File: config.mk
export PLATFORM = sky130hd
export DESIGN_NAME = vga_timing_gen
export DESIGN_NICKNAME = d
export VERILOG_FILES = /design/src/rtl/vga_timing_gen.sv
export SDC_FILE = /design/constraint.sdc
export NUM_CORES = 1
export LEC_CHECK = 0
export ABC_CLOCK_PERIOD_IN_PS = 1800
export CORE_ASPECT_RATIO = 0.5
export CORE_UTILIZATION = 56
export DETAILED_ROUTE_END_ITERATION = 10
export DONT_BUFFER_PORTS = 1
export HOLD_SLACK_MARGIN = 0.03
export PLACE_DENSITY = 0.81
export SYNTH_ARGS = -nofsm -noshare
export SYNTH_HDL_FRONTEND = slang
export SYNTH_SLANG_ARGS = --single-unit
File: constraint.sdc
create_clock -name clk_25MHz -period 1.8 [get_ports clk_25MHz]
set_input_delay 0.36 -clock clk_25MHz [delete_from_list [all_inputs] [get_ports clk_25MHz]]
set_output_delay 0.36 -clock clk_25MHz [all_outputs]
set_load 0.005 [all_outputs]
File: src/rtl/vga_timing_gen.sv
// vga_timing_gen: VGA pixel/line counters with sync, blanking and line/frame start pulses
module vga_timing_gen #(
  parameter int   H_ACTIVE  = 640,
  parameter int   H_FP      = 16,
  parameter int   H_SYNC    = 96,
  parameter int   H_BP      = 48,
  parameter int   V_ACTIVE  = 480,
  parameter int   V_FP      = 10,
  parameter int   V_SYNC    = 2,
  parameter int   V_BP      = 33,
  parameter logic HSYNC_POL = 1'b0,
  parameter logic VSYNC_POL = 1'b0,
  parameter int   CNT_W     = 16
) (
  input  logic             clk_25MHz,
  input  logic             reset_n,
  input  logic             pix_en,
  output logic [CNT_W-1:0] H_Counter_Value,
  output logic [CNT_W-1:0] V_Counter_Value,
  output logic             hsync,
  output logic             vsync,
  output logic             video_on,
  output logic             line_start,
  output logic             frame_start
);
  localparam int H_TOTAL = H_ACTIVE + H_FP + H_SYNC + H_BP;
  localparam int V_TOTAL = V_ACTIVE + V_FP + V_SYNC + V_BP;
  localparam logic [CNT_W-1:0] H_LAST = CNT_W'(H_TOTAL - 1);
  localparam logic [CNT_W-1:0] V_LAST = CNT_W'(V_TOTAL - 1);
  localparam logic [CNT_W-1:0] H_VIS  = CNT_W'(H_ACTIVE);
  localparam logic [CNT_W-1:0] V_VIS  = CNT_W'(V_ACTIVE);
  localparam logic [CNT_W-1:0] HS_BEG = CNT_W'(H_ACTIVE + H_FP);
  localparam logic [CNT_W-1:0] HS_END = CNT_W'(H_ACTIVE + H_FP + H_SYNC - 1);
  localparam logic [CNT_W-1:0] VS_BEG = CNT_W'(V_ACTIVE + V_FP);
  localparam logic [CNT_W-1:0] VS_END = CNT_W'(V_ACTIVE + V_FP + V_SYNC - 1);
  logic [CNT_W-1:0] h_q, h_d, v_q, v_d;
  logic lw_q, lw_d, fw_q, fw_d, ls_q, fs_q;
  always_comb begin
    lw_d = pix_en && (h_q == H_LAST);
    fw_d = lw_d && (v_q == V_LAST);
    h_d  = pix_en ? (lw_d ? '0 : h_q + CNT_W'(1)) : h_q;
    v_d  = lw_d ? (fw_d ? '0 : v_q + CNT_W'(1)) : v_q;
  end
  // pulses trail the wrap by one clock so they appear while the counters read (0,x)+1
  always_ff @(posedge clk_25MHz) begin
    if (!reset_n) begin
      h_q  <= H_LAST;
      v_q  <= V_LAST;
      lw_q <= 1'b0;
      fw_q <= 1'b0;
      ls_q <= 1'b0;
      fs_q <= 1'b0;
    end else begin
      h_q  <= h_d;
      v_q  <= v_d;
      lw_q <= lw_d;
      fw_q <= fw_d;
      ls_q <= lw_q;
      fs_q <= fw_q;
    end
  end
  assign H_Counter_Value = h_q;
  assign V_Counter_Value = v_q;
  assign video_on        = (h_q < H_VIS) && (v_q < V_VIS);
  assign hsync           = (h_q >= HS_BEG && h_q <= HS_END) ? HSYNC_POL : ~HSYNC_POL;
  assign vsync           = (v_q >= VS_BEG && v_q <= VS_END) ? VSYNC_POL : ~VSYNC_POL;
  assign line_start      = ls_q;
  assign frame_start     = fs_q;
endmodule

==> results of run 1 <==
==> metal layers <==
layer	track usage (%)	wire length, um	share of wire [%]	up-vias
li1	-	-	-	945
met1	37.60	2526	37	1059
met2	60.00	3110	45	180
met3	13.04	802	12	72
met4	19.32	417	6.1	0
met5	0	0	0	-
==> registers in the layout, indices dropped and copies added (netlist names) <==
register         cells
lw_q                 1
V_Counter_Value     16
H_Counter_Value     16
fw_q                 1
line_start           1
frame_start          1
==> layout by cell type, fill, tap and decap left out, types with 3 or more instances in the layout <==
cell and count:
a21oi_1 10, dfxtp_1 24, xor2_1 4, nor3_1 5, buf_4 45, o31ai_1 7, nor2_1 11, and3_1 4
o21ai_0 6, o311ai_1 3, nand2_1 16, o211ai_1 3, and2_1 4, xnor2_1 4, nand4_1 7, nor4_2 3
or4_4 4, a21oi_2 5, ha_1 3, inv_1 10, or4_1 4, clkbuf_8 6, o21ai_1 6, and4_1 4
nand3_1 15, nor4_4 3, dfxtp_2 10, buf_6 7
==> worst min path at each step <==
| stage | from | to | slack (ns) | depth (start not counted) |
|---|---|---|---|---|
| finish | reset_n | H_Counter_Value[4]$_SDFFE_PN1P_ | 0.13 | 1 |
| global route | reset_n | V_Counter_Value[3]$_SDFFE_PN1P_ | 0.12 | 1 |
| CTS | reset_n | H_Counter_Value[4]$_SDFFE_PN1P_ | 0.12 | 1 |
| detailed placement | reset_n | H_Counter_Value[4]$_SDFFE_PN1P_ | 0.43 | 1 |
| global placement | fw_q$_SDFF_PN0_ | frame_start$_SDFF_PN0_ | 0.42 | 1 |
| floorplan | fw_q$_SDFF_PN0_ | frame_start$_SDFF_PN0_ | 0.41 | 1 |
==> Yosys cell counts, types with 2 or more instances <==
master and number:
dfxtp_1 36, nand2_1 19, nand3_1 16, a21oi_1 15
inv_1 11, nor2_1 11, nor4_1 8, or4_1 8
clkbuf_1 7, nand4_1 7, o21ai_0 7, o31ai_1 7
and4_1 6, buf_2 5, nor3_1 5, o21ai_1 5
and2_1 4, and3_1 4, ha_1 4, o311ai_1 4
or4b_1 4, xnor2_1 4, xor2_1 4, nand2b_1 3
o211ai_1 3, or3_1 3, nor4bb_1 2
==> through the flow <==
stage	setup TNS, ns	setup slack, ns	instances
floorplan	0	0.01466	228
global placement	0	0.04380	297
detailed placement	-0.5264	-0.07465	297
CTS	-0.8336	-0.1697	309
global route	-2.648	-0.2391	314
finish	-1.204	-0.1952	314
==> layout make-up <==
| type | count | area, sq um |
|---|---|---|
| fillers | 161 | 511.7 |
| multi-input cells | 167 | 1267 |
| flip-flops and latches | 36 | 740.7 |
| inverters | 11 | 41.29 |
| repair buffers | 52 | 416.7 |
| well taps | 40 | 50.05 |
| clock buffers | 8 | 90.09 |
==> kinds of logic after synthesis <==
logic type | Yosys count | share of synthesized area [%]
adders and majority gates | 4 | 2.632
buffers and inverters | 25 | 5.855
and+or+nand+nor | 105 | 33.16
AOI/OAI and AO/OA | 49 | 16.25
xor gates and xnor gates | 8 | 3.684
DFF | 36 | 37.89
muxes | 1 | 0.5263
==> power groups by stage <==
stage	Sequential (uW)	Clock, uW	Combinational, uW
floorplan	906	0	304
global placement	892	0	466
detailed placement	897	0	480
CTS	883	605	543
global route	897	662	662
finish	894	631	625
==> what timing repair did <==
action | 4_1_cts | 5_1_grt
gates cloned | 2 | 0
gates resized for setup | 29 | 31
buffers inserted | 2 | 6
setup endpoints to repair | 15 | 28
pin swaps | 21 | 10
==> key figures, run 1 <==
Die
  • Die span in y: 43.21 um
  • IO Count: 40
  • Core area: 3118 sq um
  • Die Area: 3647 sq um
  • Initial Util: 61.00%
  • FP Rows: 14
  • Die extent in x: 84.42 um

Global routing
  • Global Route Usage Sum: 34.66%
  • Vias in the first global route: 2,023
  • GRT Residual Overflow: 0
  • Largest net degree at the start of global routing: 19
  • First-pass GRT wire length: 9528 um
  • Initial antenna violation count: 0

Synthesis
  • Number of synthesized register bits: 36
  • Top post-synthesis cells by area: dfxtp_1 (38%), nand3_1 (4.2%), a21oi_1 (3.9%)
  • Synth unique cells: 43
  • Cell taking the most area after synthesis: dfxtp_1
  • Yosys warnings: 0
  • Post-synth top area share: 37.89%
  • Most used DFF post-synth: dfxtp_1
  • Sequential area share after synthesis: 37.89%
  • Post-synthesis net count: 235
  • Post-synth ARST share: 0%
  • Post-synth EDFFs: 0
  • Post-Syn Area: 1902 sq um
  • Cells after Synth: 228
  • Synth Area per Inst: 8.341 sq um

Critical path
  • CP endpoint: vsync
  • Worst Reg-to-Reg Cells: 7
  • Kind of start point of the critical path: flip-flop
  • Cell mode on critical path: or4_4
  • Critical path arrival: 1.64 ns
  • CP Class: flip-flop to primary output
  • Buf+Inv Stages, Crit Path: 0
  • CP Launch Point: V_Counter_Value[4]$_SDFFE_PN0P_
  • Crit path depth: 2
  • Worst r2r dst: V_Counter_Value[4]$_SDFFE_PN0P_
  • R2R setup slack: -0.14 ns
  • CP required: 1.44 ns
  • R2r startpoint: H_Counter_Value[12]$_SDFFE_PN0P_
  • Crit path cell chain: or4_4, or4_4
  • Crit path largest cell delay: 0.53 ns
  • CP top delay family: simple AND/OR/NAND/NOR gates
  • Crit-path slowest cell: or4_4
  • Crit-path max FO: 5
  • Worst Setup End Kind: primary output

Drt
  • Wire length per cell: 21.83 um
  • Post-DR vias/cell: 7.185
  • Drt pass-1 iters: 9
  • Detail Route Antenna Nets: 0
  • DR iter-0 viols: 250
  • # DRC: 6
  • Total Wirelength: 6856 um
  • Vias: 2,256

Outcome
  • Failing checks: design-rule violations, negative setup slack
  • Status: finished with violations

Place
  • Post-DP HPWL: 3721 um
  • GPL Wtd Cong: 0.9112
  • Post-place instance area: 2210 sq um
  • PortBufs: 0

Timing
  • Slew Viols, Final: 0
  • # setup viols final: 17
  • Skew final: 0.01248 ns
  • Tmin final: 1.995 ns
  • Fmax achieved: 0.5012 GHz
  • Fin. Hold Viols: 0
  • Slew @ Worst Pin: 0.4023 ns
  • Setup WS post-layout: -0.1952 ns
  • Hold Slack: 0.1267 ns
  • Max-slew headroom: 72.81%
  • RSZ-0062 raised after global routing: yes
  • Final worst path period share: 110.8%

Power and ir drop
  • P_leak: 0.001001 uW
  • Reg power frac: 41.6%
  • Clock power share: 29.4%
  • P per Cell Area: 824.9 nW/um^2
  • Total power: 2150 uW
  • Int Power: 1429 uW
  • Combinational power share: 29.0%
  • Sw Share: 33.53%
  • Switching pwr: 720.8 uW
  • Worst vdd ir: 0.3960 mV

Clocking
  • H-tree depth: 2
  • Sink Count: 36
  • CTS root buffer: clkbuf_8
  • Worst-path clk slew: 0.09 ns
  • CTS Buf Count: 5
  • Clk_lat worst skew: 0.31 ns
  • Hold Buf Count CTS: 0
  • Maximum root-to-sink buffer count: 2
  • CTS tree: done

Final layout
  • Final Cell Area: 2606 sq um
  • Antenna Cells: 0
  • Nets: 280
  • Layout cell share with drive strength beyond 1: 37.23%
  • Final Util: 83.59%
  • Synth-to-Final Area Change: 37.04%

Job
  • Max Cap Viol: 0

Min path
  • HP Class: primary input to flip-flop
(Power assumes the default switching activity.)
==> run 2: changes to the inputs <==
- ABC_AREA: not set -> 1
- CORE_UTILIZATION: 56 -> 57
- PLACE_DENSITY: 0.81 -> 0.82
==> run 2 against run 1 <==
Against the previous run:
- the run ends with negative setup slack left
- highest routed layer unchanged
- synthesized area grew 15%
- clock skew decreased by 0.0065 ns
- setup slack better by 0.19 ns
- final area down 5.9%
- critical path depth rose by 4
- power decreased by 5.3%
- largest cell class unchanged
- via count fell by 0.53%
- maximum frequency is 11% higher
- synthesized cell count is 46% higher
- sequential cell count unchanged
==> key figures, run 2 <==
Synthesis
  • Post-synth top area share: 32.86% (was 37.89%)
  • Post-Synth Simple-Gate Area: 44.27% (was 33.16%)
  • Cell taking the most area after synthesis: dfxtp_1 (unchanged)
  • Most used DFF post-synth: dfxtp_1 (unchanged)
  • Largest family of logic cells by synthesized area: simple AND/OR/NAND/NOR gates (unchanged)
  • Post-synth ARST share: 0% (unchanged)
  • Mux cell area share after synthesis: 0% (was 0.5263%)
  • Yosys warnings: 0 (unchanged)
  • Number of synthesized register bits: 36 (unchanged)
  • Sequential area share after synthesis: 32.86% (was 37.89%)
  • Post-Syn Area: 2193 sq um (was 1902 sq um)
  • Synth Area per Inst: 6.606 sq um (was 8.341 sq um)
  • Compound-gate portion of the synthesized area: 8.557% (was 16.25%)
  • Post-synthesis net count: 339 (was 235)
  • Commonest cells post-synth: nand2_1 (87), nor2_1 (51), dfxtp_1 (36), nand3_1 (34), inv_1 (30) (was dfxtp_1 (36), nand2_1 (19), nand3_1 (16), a21oi_1 (15))
  • Synth Area in XOR/XNOR: 3.993% (was 3.684%)
  • Post-synth EDFFs: 0 (unchanged)
  • Most frequent cell after synthesis: nand2_1 (was dfxtp_1)
  • Synth unique cells: 34 (was 43)
  • Top post-synthesis cells by area: dfxtp_1 (33%), nand2_1 (15%), nor2_1 (8.7%) (was dfxtp_1 (38%), nand3_1 (4.2%), a21oi_1 (3.9%))
  • Synth Area in Adders: 2.282% (was 2.632%)
  • Cells after Synth: 332 (was 228)

Final layout
  • Layout cell share with drive strength beyond 1: 18.42% (was 37.23%)
  • Commonest non-fill, non-tap cell in the layout: nand2_1 (was buf_4)
  • FILL cells: 298 (was 161)
  • Synth-to-Final Area Change: 11.87% (was 37.04%)
  • Highest-count cells in the layout ignoring fill and taps: nand2_1 (85), nor2_1 (46), nand3_1 (34) (was buf_4 (45), dfxtp_1 (24), nand2_1 (16))
  • Nets: 349 (was 280)
  • Final Util: 69.17% (was 83.59%)
  • Antenna Cells: 0 (unchanged)

Clocking
  • Worst-path clk slew: 0.07 ns (was 0.09 ns)
  • CTS root buffer: clkbuf_8 (unchanged)
  • Maximum root-to-sink buffer count: 2 (unchanged)
  • Hold Buf Count CTS: 0 (unchanged)
  • CTS tree: done (unchanged)
  • CTS Buf Count: 5 (unchanged)
  • H-tree depth: 2 (unchanged)
  • Sink Count: 36 (unchanged)
  • Clk_lat worst skew: 0.29 ns (was 0.31 ns)

Critical path
  • CP required: 1.44 ns (about the same)
  • Worst r2r dst: H_Counter_Value[10]$_SDFFE_PN0P_ (was V_Counter_Value[4]$_SDFFE_PN0P_)
  • Worst Setup End Kind: primary output (unchanged)
  • CP Class: flip-flop to primary output (unchanged)
  • Worst Reg-to-Reg Cells: 8 (was 7)
  • CP endpoint: hsync (was vsync)
  • Critical path arrival: 1.44 ns (was 1.64 ns)
  • R2r startpoint: H_Counter_Value[0]$_SDFFE_PN1P_ (was H_Counter_Value[12]$_SDFFE_PN0P_)
  • Crit-path max FO: 7 (was 5)
  • R2R setup slack: 0.13 ns (was -0.14 ns)
  • Kind of start point of the critical path: flip-flop (unchanged)
  • CP Launch Point: H_Counter_Value[11]$_SDFFE_PN0P_ (was V_Counter_Value[4]$_SDFFE_PN0P_)

Min path
  • HP Class: primary input to flip-flop (unchanged)
  • Hold Path Origin: reset_n (unchanged)
  • Worst hold path depth: 1 (unchanged)

Timing
  • Final worst path period share: 100.3% (was 110.8%)
  • Hold Slack: 0.1320 ns (was 0.1267 ns)
  • Setup WS post-layout: -0.004638 ns (was -0.1952 ns)
  • Fmax achieved: 0.5541 GHz (was 0.5012 GHz)
  • Skew final: 0.005930 ns (was 0.01248 ns)
  • # setup viols final: 1 (was 17)
  • Fin. Hold Viols: 0 (unchanged)
  • Tmin final: 1.805 ns (was 1.995 ns)
  • Max-slew headroom: 72.96% (was 72.81%)
  • Slew @ Worst Pin: 0.4051 ns (was 0.4023 ns)
  • Slew Viols, Final: 0 (unchanged)
  • Setup_tns: -0.004638 ns (was -1.204 ns)

Place
  • Post-DP HPWL: 4135 um (was 3721 um)
  • GPL Wtd Cong: 0.9559 (was 0.9112)
  • Setup WS pre-CTS: 0.1144 ns (was -0.07465 ns)
  • PortBufs: 0 (unchanged)

Global routing
  • GRT Residual Overflow: 0 (unchanged)
  • Initial antenna violation count: 0 (unchanged)
  • First-pass GRT wire length: 8769 um (was 9528 um)
  • Vias in the first global route: 1,864 (was 2,023)
  • Largest net degree at the start of global routing: 17 (was 19)
  • Global Route Usage Sum: 27.70% (was 34.66%)

Die
  • Die span in y: 45.87 um (was 43.21 um)
  • Core area: 3547 sq um (was 3118 sq um)
  • Die Area: 4115 sq um (was 3647 sq um)
  • Initial Util: 61.83% (was 61.00%)
  • Die extent in x: 89.73 um (was 84.42 um)
  • IO Count: 40 (unchanged)
  • FP Rows: 15 (was 14)

Drt
  • Detail Route Antenna Nets: 0 (unchanged)
  • Vias: 2,244 (was 2,256)
  • Post-DR vias/cell: 5.710 (was 7.185)
  • DR iter-0 viols: 127 (was 250)
  • Wire length per cell: 14.44 um (was 21.83 um)
  • Total Wirelength: 5674 um (was 6856 um)
  • Drt pass-1 iters: 7 (was 9)
  • # DRC: 0 (was 6)

Outcome
  • Status: finished with violations (unchanged)
  • Failing checks: negative setup slack (was design-rule violations, negative setup slack)

Job
  • Max Cap Viol: 0 (unchanged)

Power and ir drop
  • Worst vdd ir: 0.5125 mV (was 0.3960 mV)
  • Total power: 2036 uW (was 2150 uW)
  • P_leak: 0.001014 uW (was 0.001001 uW)
  • P per Cell Area: 829.6 nW/um^2 (was 824.9 nW/um^2)
[run 2: changes by cell type in the layout (fill, tap and decap cells not counted), moves of 9 or more]
cell | before | now
nand2_1 | 16 | 85
nor2_1 | 11 | 46
nand3_1 | 15 | 34
nand2_2 | 2 | 11
buf_4 | 45 | 11
inv_1 | 10 | 30
[run 2: metal layers]
layer	wire length (um)	track usage [%]	part of all wire (%)
met1	2514	36.20	44
met2	2510	44.77	44
met3	552	8.167	9.7
met4	97	9.508	1.7
met5	0	0	0
[run 2: metrics by stage]
step	cell area (sq um)	instances
global placement	2280	385
global route	2454	393
detailed placement	2280	385
finish	2454	393
floorplan	2193	332
CTS	2387	392
[run 2: layout make-up]
| class | instances | area (sq um) | area share (%) |
|---|---|---|---|
| Sequential cell | 36 | 733.2 | 29.88 |
| Tap cell | 51 | 63.81 | 2.601 |
| Inverter | 33 | 123.9 | 5.048 |
| Timing Repair Buffer | 11 | 82.58 | 3.366 |
| Clock buffer | 7 | 96.34 | 3.927 |
| Multi-Input combinational cell | 255 | 1354 | 55.18 |
[run 2: critical path, cell delays in order (launching register included)]
cell      delay, ns
dfxtp_1        0.40
nor2_4         0.17
inv_1          0.10
nor2_2         0.15
nand2_1        0.09
o31ai_2        0.07
o311ai_1       0.17
[run 2: logic make-up after synthesis]
group / Yosys count
buffers and inverters: 41
DFF: 36
and+or+nand+nor: 211
adders and majority gates: 4
AOI/OAI and AO/OA: 30
xor gates and xnor gates: 10
[run 2: worst min path at each step]
stage          slack [ns]                              end
2_1_floorplan        0.39           frame_start$_SDFF_PN0_
3_3_place_gp         0.39           frame_start$_SDFF_PN0_
3_5_place_dp         0.40           frame_start$_SDFF_PN0_
4_1_cts              0.13  H_Counter_Value[2]$_SDFFE_PN1P_
5_1_grt              0.13  H_Counter_Value[9]$_SDFFE_PN1P_
6_report             0.13  H_Counter_Value[2]$_SDFFE_PN1P_
[run 2: what timing repair did]
| action | 4_1_cts | 5_1_grt |
|---|---|---|
| endpoints found under the setup margin | 3 | 7 |
| pin swaps | 0 | 1 |
| buffers inserted | 0 | 1 |
| gates resized for setup | 5 | 20 |
[run 2: where the power goes]
part / internal [uW] / switching (uW) / leakage, uW
registers: 849 / 77.4 / 0.000294
clock network: 341 / 278 / 0.0000503
logic: 164 / 326 / 0.000669
